## config.mk

```make
export PLATFORM = sky130hd
export DESIGN_NAME = ram_byte_streamer
export DESIGN_NICKNAME = d
export VERILOG_FILES = /design/src/rtl/ram_streamer_pkg.sv /design/src/rtl/ram_byte_streamer.sv
export SDC_FILE = /design/constraint.sdc
export NUM_CORES = 1
export LEC_CHECK = 0
export CAP_MARGIN = 20
export CORE_MARGIN = 3
export CORE_UTILIZATION = 35
export CTS_CLUSTER_SIZE = 12
export DETAILED_ROUTE_END_ITERATION = 6
export PLACE_DENSITY = 0.59
export SYNTH_ARGS = -nofsm -noshare
export SYNTH_HDL_FRONTEND = slang
export SYNTH_SLANG_ARGS = --single-unit
```

## constraint.sdc

```tcl
create_clock -name clk -period 4.35 [get_ports clk]
set_input_delay 0.87 -clock clk [delete_from_list [all_inputs] [get_ports clk]]
set_output_delay 0.87 -clock clk [all_outputs]
set_load 0.03 [all_outputs]
```

## src/rtl/ram_streamer_pkg.sv

```systemverilog
// Shared types and helpers for the packet-RAM byte streamer: FSM state encoding,
// byte selection within a RAM word, and the byte-length to word-count conversion.
package ram_streamer_pkg;

    typedef enum logic [1:0] {
        IDLE,
        FETCH,
        STREAM,
        DONE
    } state_e;

    // Widest RAM row the helpers accept; narrower words are zero-extended by the caller.
    localparam int unsigned MAX_W = 512;

    function automatic logic [7:0] byte_sel(input logic [MAX_W-1:0] word,
                                            input int unsigned idx,
                                            input int unsigned nbytes,
                                            input logic big_endian);
        int unsigned k;
        k = big_endian ? (nbytes - 1 - idx) : idx;
        return 8'(word >> (k * 8));
    endfunction

    function automatic int unsigned words_for_len(input int unsigned len,
                                                  input int unsigned nbytes);
        return (len + nbytes - 1) / nbytes;
    endfunction

endpackage

```

## src/rtl/ram_byte_streamer.sv

```systemverilog
// Reads a byte buffer from the packet RAM and serialises it onto a valid/ready byte stream.
// Define RAM_STREAMER_BIG_ENDIAN_EN to emit each word most-significant byte first.
module ram_byte_streamer
    import ram_streamer_pkg::*;
#(
    parameter int W     = 32,
    parameter int L     = 375,
    parameter int LEN_W = 16,
    localparam int AW   = $clog2(L)
) (
    input  logic             clk,
    input  logic             rst_n,
    input  logic             start_valid,
    output logic             start_ready,
    input  logic [AW-1:0]    start_addr,
    input  logic [LEN_W-1:0] start_len,
    output logic [AW-1:0]    ram_addr,
    output logic             ram_rd_ena,
    input  logic [W-1:0]     ram_rd_data,
    output logic [7:0]       m_data,
    output logic             m_valid,
    input  logic             m_ready,
    output logic             m_last,
    output logic             busy,
    output logic             done
);

    localparam int unsigned   C         = W / 8;
    localparam int            IW        = (C > 1) ? $clog2(C) : 1;
    localparam logic [IW-1:0] IDX_LAST  = IW'(C - 1);
    localparam logic [AW-1:0] ADDR_LAST = AW'(L - 1);
`ifdef RAM_STREAMER_BIG_ENDIAN_EN
    localparam logic BIG_ENDIAN = 1'b1;
`else
    localparam logic BIG_ENDIAN = 1'b0;
`endif

    state_e           state_q;
    logic             start_ready_q;
    logic             busy_q;
    logic             done_q;
    logic [AW-1:0]    ram_addr_q;
    logic             ram_rd_ena_q;
    logic             rd_pend_q;
    logic [LEN_W-1:0] words_left_q;
    logic [LEN_W-1:0] bytes_left_q;
    logic [W-1:0]     cur_q;
    logic [W-1:0]     nxt_q;
    logic [1:0]       cnt_q;
    logic [IW-1:0]    idx_q;

    logic             accept;
    logic             hs;
    logic             pop;
    logic             last_hs;
    logic             issue;
    logic [2:0]       occ;
    logic [AW-1:0]    addr_d;

    assign accept  = start_valid && start_ready_q;
    assign m_valid = (cnt_q != 2'd0);
    assign hs      = m_valid && m_ready;
    assign last_hs = hs && (bytes_left_q == LEN_W'(1));
    assign pop     = hs && ((idx_q == IDX_LAST) || (bytes_left_q == LEN_W'(1)));

    // Slots already committed: held words plus reads on the RAM port or returning now.
    assign occ     = 3'(cnt_q) + 3'(ram_rd_ena_q) + 3'(rd_pend_q);
    assign issue   = (words_left_q != '0) && (occ <= 3'd1 + 3'(pop));
    assign addr_d  = (ram_addr_q == ADDR_LAST) ? '0 : ram_addr_q + AW'(1);

    assign m_last      = m_valid && (bytes_left_q == LEN_W'(1));
    assign m_data      = byte_sel(MAX_W'(cur_q), 32'(idx_q), C, BIG_ENDIAN);
    assign start_ready = start_ready_q;
    assign busy        = busy_q;
    assign done        = done_q;
    assign ram_addr    = ram_addr_q;
    assign ram_rd_ena  = ram_rd_ena_q;

    always_ff @(posedge clk) begin
        if (!rst_n) begin
            state_q       <= IDLE;
            start_ready_q <= 1'b0;
            busy_q        <= 1'b0;
            done_q        <= 1'b0;
            ram_addr_q    <= '0;
            ram_rd_ena_q  <= 1'b0;
            rd_pend_q     <= 1'b0;
            words_left_q  <= '0;
            bytes_left_q  <= '0;
            cur_q         <= '0;
            nxt_q         <= '0;
            cnt_q         <= 2'd0;
            idx_q         <= '0;
        end else begin
            done_q       <= 1'b0;
            ram_rd_ena_q <= 1'b0;
            rd_pend_q    <= ram_rd_ena_q;

            case (state_q)
                IDLE: begin
                    start_ready_q <= 1'b1;
                    if (accept) begin
                        start_ready_q <= 1'b0;
                        bytes_left_q  <= start_len;
                        idx_q         <= '0;
                        if (start_len == '0) begin
                            state_q <= DONE;
                            done_q  <= 1'b1;
                        end else begin
                            state_q      <= FETCH;
                            busy_q       <= 1'b1;
                            ram_addr_q   <= start_addr;
                            ram_rd_ena_q <= 1'b1;
                            words_left_q <= LEN_W'(words_for_len(32'(start_len), C) - 1);
                        end
                    end
                end
                FETCH, STREAM: begin
                    if (issue) begin
                        ram_addr_q   <= addr_d;
                        ram_rd_ena_q <= 1'b1;
                        words_left_q <= words_left_q - LEN_W'(1);
                    end
                    if ((state_q == FETCH) && rd_pend_q) begin
                        state_q <= STREAM;
                    end
                    if (last_hs) begin
                        state_q <= DONE;
                        busy_q  <= 1'b0;
                        done_q  <= 1'b1;
                    end
                end
                DONE: begin
                    state_q       <= IDLE;
                    start_ready_q <= 1'b1;
                end
            endcase

            if (hs) begin
                bytes_left_q <= bytes_left_q - LEN_W'(1);
                idx_q        <= pop ? '0 : idx_q + IW'(1);
            end

            // A capture can coincide with a pop only when a single word is held.
            case ({pop, rd_pend_q})
                2'b01: begin
                    if (cnt_q == 2'd0) begin
                        cur_q <= ram_rd_data;
                        cnt_q <= 2'd1;
                    end else begin
                        nxt_q <= ram_rd_data;
                        cnt_q <= 2'd2;
                    end
                end
                2'b10: begin
                    cur_q <= nxt_q;
                    cnt_q <= cnt_q - 2'd1;
                end
                2'b11: cur_q <= ram_rd_data;
                default: ;
            endcase
        end
    end

endmodule

```

-- After elaboration in Yosys (flattened, before gate mapping)
Index checks and enable logic that the tools add are counted.
- memory bits (writable): 0
- bits in read-only memories: 0
- output and inout port bits: 23
- bits of input ports: 61
- memories: 0
- bits in registers: 116
- latch bits: 0
- reductions and logical operators: 26
- $add $sub $neg: 11
- multipliers: 0
- shifts and indexed selects: 1
- equal/unequal tests: 15
- bitwise logic cells: 1
- divide/modulo/power cells: 0
- multiplexer cells: 39
- magnitude comparators: 1
- operators with widths (operator ; count):
    $mux 16 ; 6
    $pmux 32 s3 ; 1
    $sub 16x1->16 const B ; 3
    $mux 9 ; 4
    $mux 32 ; 1
    $pmux 16 s2 ; 1
    $shr 32x5->8 ; 1
    $mux 2 ; 9
    $pmux 9 s2 ; 1
    $sub 17x1->18 const B ; 1
    $add 16x3->17 const B ; 1
    $eq 16x1->1 const B ; 1
    $logic_not 16->1 ; 1
    $reduce_bool 16->1 ; 1
    $reduce_bool 2->1 ; 6
    $eq 2x2->1 const B ; 5
    $mux 1 ; 10
    $ne 2x2->1 const B ; 5
    $add 9x1->9 const B ; 1
    $eq 9x9->1 const B ; 1
    $pmux 1 s2 ; 4
    $reduce_and 2->1 ; 4
    $reduce_and 4->1 ; 2
    $logic_and 1x1->1 ; 7
    15 further kinds ; 17

-- Longest topological paths before layout
Gate-level depths: netlist (run 1).
- depth in word-level cells: 8
- mapped depth: 16

-- Least setup slack after synthesis (run 1)
Ideal clock, no wire load.
- kind: flip-flop to flip-flop
- start point: register bytes_left_q[4]
- end point: register ram_addr_q[5], in the netlist ram_addr[5]
- setup slack: 0.069 ns
- clock period less this slack: 4.281 ns
- cell stages (with the launch flop): 16
- path buffers: 1
- arrival time: 4.153 ns
- library setup time: 0.128 ns
- cells stage by stage: dfxtp_1 or4_4 or3_4 or3_4 nor2b_1 nand2b_1 inv_1 fa_1 or3b_2 a31oi_1 o31ai_1 a21oi_1 clkbuf_1 o21ai_0 a22oi_1 nor2_1
- longest elaborated chain between the ends: 8
- RTL lines (what ; RTL line ; text):
    from (decl) ; ram_byte_streamer.sv:46 ; logic [LEN_W-1:0] bytes_left_q;
    from (signal assigned) ; ram_byte_streamer.sv:104 ; bytes_left_q <= start_len;
    from (signal assigned) ; ram_byte_streamer.sv:140 ; bytes_left_q <= bytes_left_q - LEN_W'(1);
    $eq 16x1->1 ; ram_byte_streamer.sv:64 ; assign pop = hs && ((idx_q == IDX_LAST) || (bytes_left_q == LEN_W'(1)));
    $logic_or 1x1->1 ; ram_byte_streamer.sv:64 ;
    $logic_and 1x1->1 ; ram_byte_streamer.sv:64 ;
    $add 1x1->2 ; ram_byte_streamer.sv:68 ; assign issue = (words_left_q != '0) && (occ <= 3'd1 + 3'(pop));
    $le 3x2->1 ; ram_byte_streamer.sv:68 ;
    $logic_and 1x1->1 ; ram_byte_streamer.sv:68 ;
    $ne 2x2->1 (no source line) ; -- ;
    $reduce_and 4->1 (no source line) ; -- ;
    to (signal assigned) ; ram_byte_streamer.sv:112 ; ram_addr_q <= start_addr;
    to (signal assigned) ; ram_byte_streamer.sv:120 ; ram_addr_q <= addr_d;
    to (decl) ; ram_byte_streamer.sv:42 ; logic [AW-1:0] ram_addr_q;
No other way between the ends.
A chain may end at the register's enable or synchronous reset.

-- Worst setup path in the final report (run 1)
- start point: register bytes_left_q[5]
- end point: register words_left_q[2]
- longest elaborated chain between the ends: 8
- RTL lines (what ; RTL line ; text):
    $eq 16x1->1 ; ram_byte_streamer.sv:64 ;
    $logic_or 1x1->1 ; ram_byte_streamer.sv:64 ;
    $logic_and 1x1->1 ; ram_byte_streamer.sv:64 ;
    $add 1x1->2 ; ram_byte_streamer.sv:68 ;
    $le 3x2->1 ; ram_byte_streamer.sv:68 ;
    $logic_and 1x1->1 ; ram_byte_streamer.sv:68 ;
    $ne 2x2->1 (no source line) ; -- ;
    $reduce_and 4->1 (no source line) ; -- ;
    to (signal assigned) ; ram_byte_streamer.sv:114 ; words_left_q <= LEN_W'(words_for_len(32'(start_len), C) - 1);
    to (signal assigned) ; ram_byte_streamer.sv:122 ; words_left_q <= words_left_q - LEN_W'(1);
    to (decl) ; ram_byte_streamer.sv:45 ; logic [LEN_W-1:0] words_left_q;
No other way between the ends.

==> summary.txt, run 1 <==
CTS
  – CTS Buf Count: 17
  – CTS root buf: clkbuf_16
  – Clock tree from TritonCTS: yes
  – Clock latency on the worst-skew pair: 0.42 ns
  – Clock sink total: 116
  – Clock Tree Buf Depth: 2
  – H-tree depth: 4
  – Worst-path clk slew: 0.06 ns

Synthesis
  – Post-synthesis cell type count: 61
  – Yosys reg bits: 116
  – Syn avg cell area: 8.11 sq um
  – Post-synth top flop: dfxtp_1
  – Async set or reset register ratio after synthesis: 0%
  – Seq/Total Area, Yosys: 37.5%
  – Cells after synthesis: 764
  – Syn. warnings: 0
  – Syn_nets: 842
  – EDFF count, synth: 0
  – Synthesized area: 0.00619 sq mm

Power
  – Final Power: 0.00513 W
  – Leak: 2.75 nW
  – Power per Cell Area: 643 mW/mm^2
  – Maximum VDD drop: 366 uV

Setup path
  – Critical Path Sink Type: register
  – CP bufs+invs: 3
  – Max FO, Critical Path: 10
  – Slowest stage delay, CP: 0.54 ns
  – Most common cell on crit path: or3_4
  – Critical path cell sequence: or4_4, or3_4, or3_4, nor2b_1, nand2b_4, inv_2, fa_1, or3b_2, a31oi_2, o31ai_2, a21oi_2, buf_4, buf_12, o21ai_0, a22oi_1, a21oi_1
  – Worst Setup Start Kind: register
  – Critical Path RT: 4.65 ns
  – Delay-heaviest family, CP: simple AND/OR/NAND/NOR gates
  – Crit-path slowest cell: or4_4
  – Worst EP arrival: 4.48 ns
  – Critical path class: reg2reg

Floorplan
  – Die footprint: 0.0193 sq mm
  – Starting Density: 35.8%
  – Die Wd: 139 microns
  – Core area: 0.0173 sq mm
  – Cell row count: 48
  – Die Height: 139 microns
  – IO Count: 84

Placed design
  – Post-DP HPWL: 11500 microns
  – Port bufs: 83
  – Dpl ws: 0.105 ns
  – Gp weighted congestion: 0.820

Timing
  – Clock Skews: 0.00885 ns
  – Final Setup Violations: 0
  – Final-report hold violation count: 0
  – RSZ-0062 raised after global routing: no
  – Fin crit period: 4.19 ns
  – Worst-margin pin slew: 0.908 ns
  – Max-slew violation count: 0
  – Tcrit/Tclk final: 96.2%
  – Final setup TNS: 0 ns
  – Worst hold margin: 0.453 ns
  – Setup WS post-layout: 0.165 ns
  – FMAX: 239 MHz
  – Slew HR: 39.2%

Final layout
  – Area of the multi-input gates: 0.00363 sq mm
  – # fillers: 1735
  – Nets: 915
  – Util after Layout: 46.1%
  – Share of layout cells above drive strength 1: 10.5%
  – Commonest cells after routing, fill and taps aside: dfxtp_1 (116), nor2_1 (98), nand2_1 (96)
  – Area Overhead vs Synth: 28.7%
  – Most common cell after layout, fill and taps aside: dfxtp_1
  – Antenna fix cells: 0
  – Register area: 0.00232 sq mm

GRT
  – Total global routing track utilization: 17.0%
  – Grt ovf: 0
  – Initial antenna violation count: 0
  – First-pass GRT wire length: 27300 microns
  – Largest net degree at the start of global routing: 65
  – Vias in the first global route: 5203

Outcome
  – Status: finished, violations left
  – Failing checks: DRC

Hold path
  – Hold Crit Class: reg2reg

Job
  – # Max-Cap Violations: 0

Routing
  – DRC Markers: 2
  – DR pass1 iterations: 7
  – Starting DRC count in detailed routing: 419
  – Vias/cell: 5.27
  – Mean routed wirelength per cell: 15.4 microns
  – Post-route ant nets: 0
  – Post-Route WL: 16500 microns
  – Total vias in the final route: 5666
[logic make-up after synthesis]
family / share of synthesized area, %
multiplexers: 9.05
AND/OR/NAND/NOR: 21.4
buffers and inverters: 4.48
AO/OA/AOI/OAI: 21.9
adder cells (fa/ha/maj): 3.68
flip-flops: 37.5
XOR/XNOR: 1.98
[what timing repair did]
action | in CTS | in global routing
setup endpoints to repair | 0 | 12
gates resized for setup | 0 | 6
hold buffers | 0 | 0
setup buffers | 0 | 6
[stage by stage]
step / cells / instance area [sq um]
detailed placement: 1036 / 7290
finish: 1075 / 7970
global route: 1075 / 7970
floorplan: 764 / 6190
CTS: 1068 / 7900
global placement: 1036 / 7290
[flip-flops by register name, indices dropped and copies added (netlist names)]
register	cells
cur_q	32
nxt_q	32
bytes_left_q	16
words_left_q	16
ram_addr	9
cnt_q	2
idx_q	2
state_q	2
busy	1
done	1
ram_rd_ena	1
rd_pend_q	1
start_ready	1
[cells in the mapped netlist, types with 4 or more instances]
cell      count  area (sq um)
a22oi_1       8          60.1
dfxtp_1     116          2320
a211oi_1     44           330
or2_2         4          25.0
and3_1        6          37.5
o21ai_0      31           155
o211ai_1     10          75.1
nand2b_1      7          43.8
nor3_1       14          70.1
nand3_1      19          95.1
clkbuf_1     43           161
mux4_2        8           180
buf_1         5          18.8
mux2i_1      38           380
or3_1         6          37.5
a21oi_1      69           345
xnor2_1      10          87.6
nand2_1      96           360
nor4_1       13          81.3
nor2_1       99           372
ha_1         15           188
xor2_1        4          35.0
o31ai_1       8          60.1
inv_1        16          60.1
a31oi_1      11          68.8
and2_1        4          25.0
[tightest hold or removal path, stage by stage (launching register included)]
cell,delay (ns)
dfxtp_1,0.30
nand2_1,0.05
a21oi_1,0.05
[where the power goes]
part	internal, W	switching [W]	leakage (nW)
clock	0.000920	0.000538	0.293
combinational	0.000944	0.00126	1.51
sequential	0.00128	0.000187	0.944
[cell type report]
type | instances | share of cell area, %
Inverter | 18 | 0.863
Sequential cell | 116 | 29.1
Clock buffer | 18 | 5.51
Timing Repair Buffer | 108 | 13.3
Clock inverter | 14 | 2.20
Multi-Input combinational cell | 576 | 45.5
Tap cell | 225 | 3.53
[per-layer routing]
layer,wire (microns),track usage (%),up-vias
li1,-,-,2911
met5,0,0,-
met3,621,3.83,17
met2,7440,25.6,120
met1,8220,24.1,2618
met4,240,5.87,0
[path summary, 6_finish.rpt]
| check | start | end | slack, ns | cells after the start |
|---|---|---|---|---|
| setup / recovery | bytes_left_q[5] | words_left_q[2] | 0.16 | 16 |
| hold / removal | nxt_q[7] | nxt_q[7] | 0.45 | 2 |
| setup reg to reg | bytes_left_q[5] | words_left_q[2] | 0.16 | 16 |
| hold reg to reg | nxt_q[7] | nxt_q[7] | 0.45 | 2 |
Power figures use the tool's default switching activity.
==> inputs of run 2 (changes only) <==
--- a/config.mk
+++ b/config.mk
@@ -5,7 +5,7 @@
 export SDC_FILE = /design/constraint.sdc
 export NUM_CORES = 1
 export LEC_CHECK = 0
-export CAP_MARGIN = 20
+export CAP_MARGIN = 25
 export CORE_MARGIN = 3
 export CORE_UTILIZATION = 35
 export CTS_CLUSTER_SIZE = 12
==> results of run 2 <==
Final layout, timing and power as in run 1 (identical DEF).
==> edit: new RTL, settings of run 2 <==
Reset style: asynchronous (`rst_n`), changed in one clocked block.
--- a/src/rtl/ram_byte_streamer.sv
+++ b/src/rtl/ram_byte_streamer.sv
@@ -76,7 +76,7 @@
     assign ram_addr    = ram_addr_q;
     assign ram_rd_ena  = ram_rd_ena_q;
 
-    always_ff @(posedge clk) begin
+    always_ff @(posedge clk or negedge rst_n) begin
         if (!rst_n) begin
             state_q       <= IDLE;
             start_ready_q <= 1'b0;
Function: differs if rst_n is asserted again (counterexample within 4 cycles, from zero or initial values and one cycle with rst_n low); with rst_n held inactive, the same outputs for 10 cycles.
==> edit against run 2 <==
- total power rose by 33%
- sequential cell count unchanged
- cell area is 7.1% higher
- worst setup slack gained 0.069 ns
- routed wire length grew 6.1%
- area after synthesis up 9.9%
- sequential power grew 37%
- via count shrank 3.6%
- critical endpoint is now words_left_q[11]
- highest routed layer unchanged
==> edit: results (changes against run 2) <==
Synth:
- The area share of fa/ha/maj cells after synthesis is 3.34% (-0.33 points).
- By count the netlist is led by sky130_fd_sc_hd__dfrtp_1, sky130_fd_sc_hd__nand2_1, sky130_fd_sc_hd__o21ai_0.
- The share of async-settable or async-resettable flops after synthesis is 100% (+100 points).

Detailed routing:
- The total wire length after detailed routing is 17500 um (+6.1%).
- The count of TritonRoute iterations in the first routing pass is 5 (-2).
- The via count is 5462 (-3.6%).
- The detailed-route wire length per cell is 16.7 um (+8.8%).
- The number of DRC markers in iteration 0 is 443 (+5.7%).

Setup path:
- Following the worst setup path forward leads to its endpoint at words_left_q[11].
- The endpoint arrival time on the critical path is 4.47 ns (about the same).
- The startpoint of the worst setup timing path is bytes_left_q[7].

GRT:
- The overall routing resource usage is 16.8% (-0.24 points).
- The first-pass GRT wire length was 28800 um (+5.6%).
- The pin count of the biggest net entering global routing is 76 (+17%).

Finish:
- The layout buffer count excluding clock buffers is 103 (-4.6%).
- The total non-filler cell area in the finished layout is 0.00854 mm^2 (+7.1%).
- The non-clock buffer area fraction after layout is 12.0% (-1.2 points).
- The area occupied by multi-input gates is 0.00366 mm^2 (+0.79%).
- The number of nets at the end of the flow is 854 (-6.7%).
- The fraction of final layout cells with drive strength greater than 1 is 15.9% (+5.4 points).
- The layout filler cell count is 1821 (+5.0%).
- The clock buffer instance count of the final layout came to 19 (+1).
- The sequential cell area is 0.00290 mm^2 (+25%).

Worst hold path:
- The worst hold path class is input pin to async pin.

Placed design:
- The number of cells in the design after placement was 1012 (-2.3%).
- The placed standard-cell area is 0.00789 mm^2 (+8.3%).
- The global placer's final weighted congestion is 0.852 (+4.0%).

Power:
- The post-layout total power came to 6.79 mW (+33%).
- The leakage power total is 3.42 nW (+24%).

STA:
- The worst-margin pin slew came to 0.720 ns (-0.189 ns).

Run status:
- The flow ran to the end, and the final reports show no timing, DRC or antenna violations.
edit: per-layer routing:
layer  up-vias  part of all wire, %
met3        18                  3.9
met4         0                  1.1
met5         -                    0
met2        97                   46
met1      2658                   49
li1       2689                    -
edit: critical path: stages (launching register included):
cell and delay (ns):
sky130_fd_sc_hd__dfrtp_1 0.42, sky130_fd_sc_hd__or4_1 0.59, sky130_fd_sc_hd__or3_4 0.39, sky130_fd_sc_hd__nor3_4 0.22, sky130_fd_sc_hd__nand2_1 0.10, sky130_fd_sc_hd__nand2b_1 0.13
sky130_fd_sc_hd__nand2_1 0.13, sky130_fd_sc_hd__inv_1 0.13, sky130_fd_sc_hd__fa_1 0.44, sky130_fd_sc_hd__nor3b_1 0.23, sky130_fd_sc_hd__o22ai_1 0.16, sky130_fd_sc_hd__a221o_2 0.45
sky130_fd_sc_hd__or3_2 0.43, sky130_fd_sc_hd__mux2i_1 0.14, sky130_fd_sc_hd__a221o_1 0.12
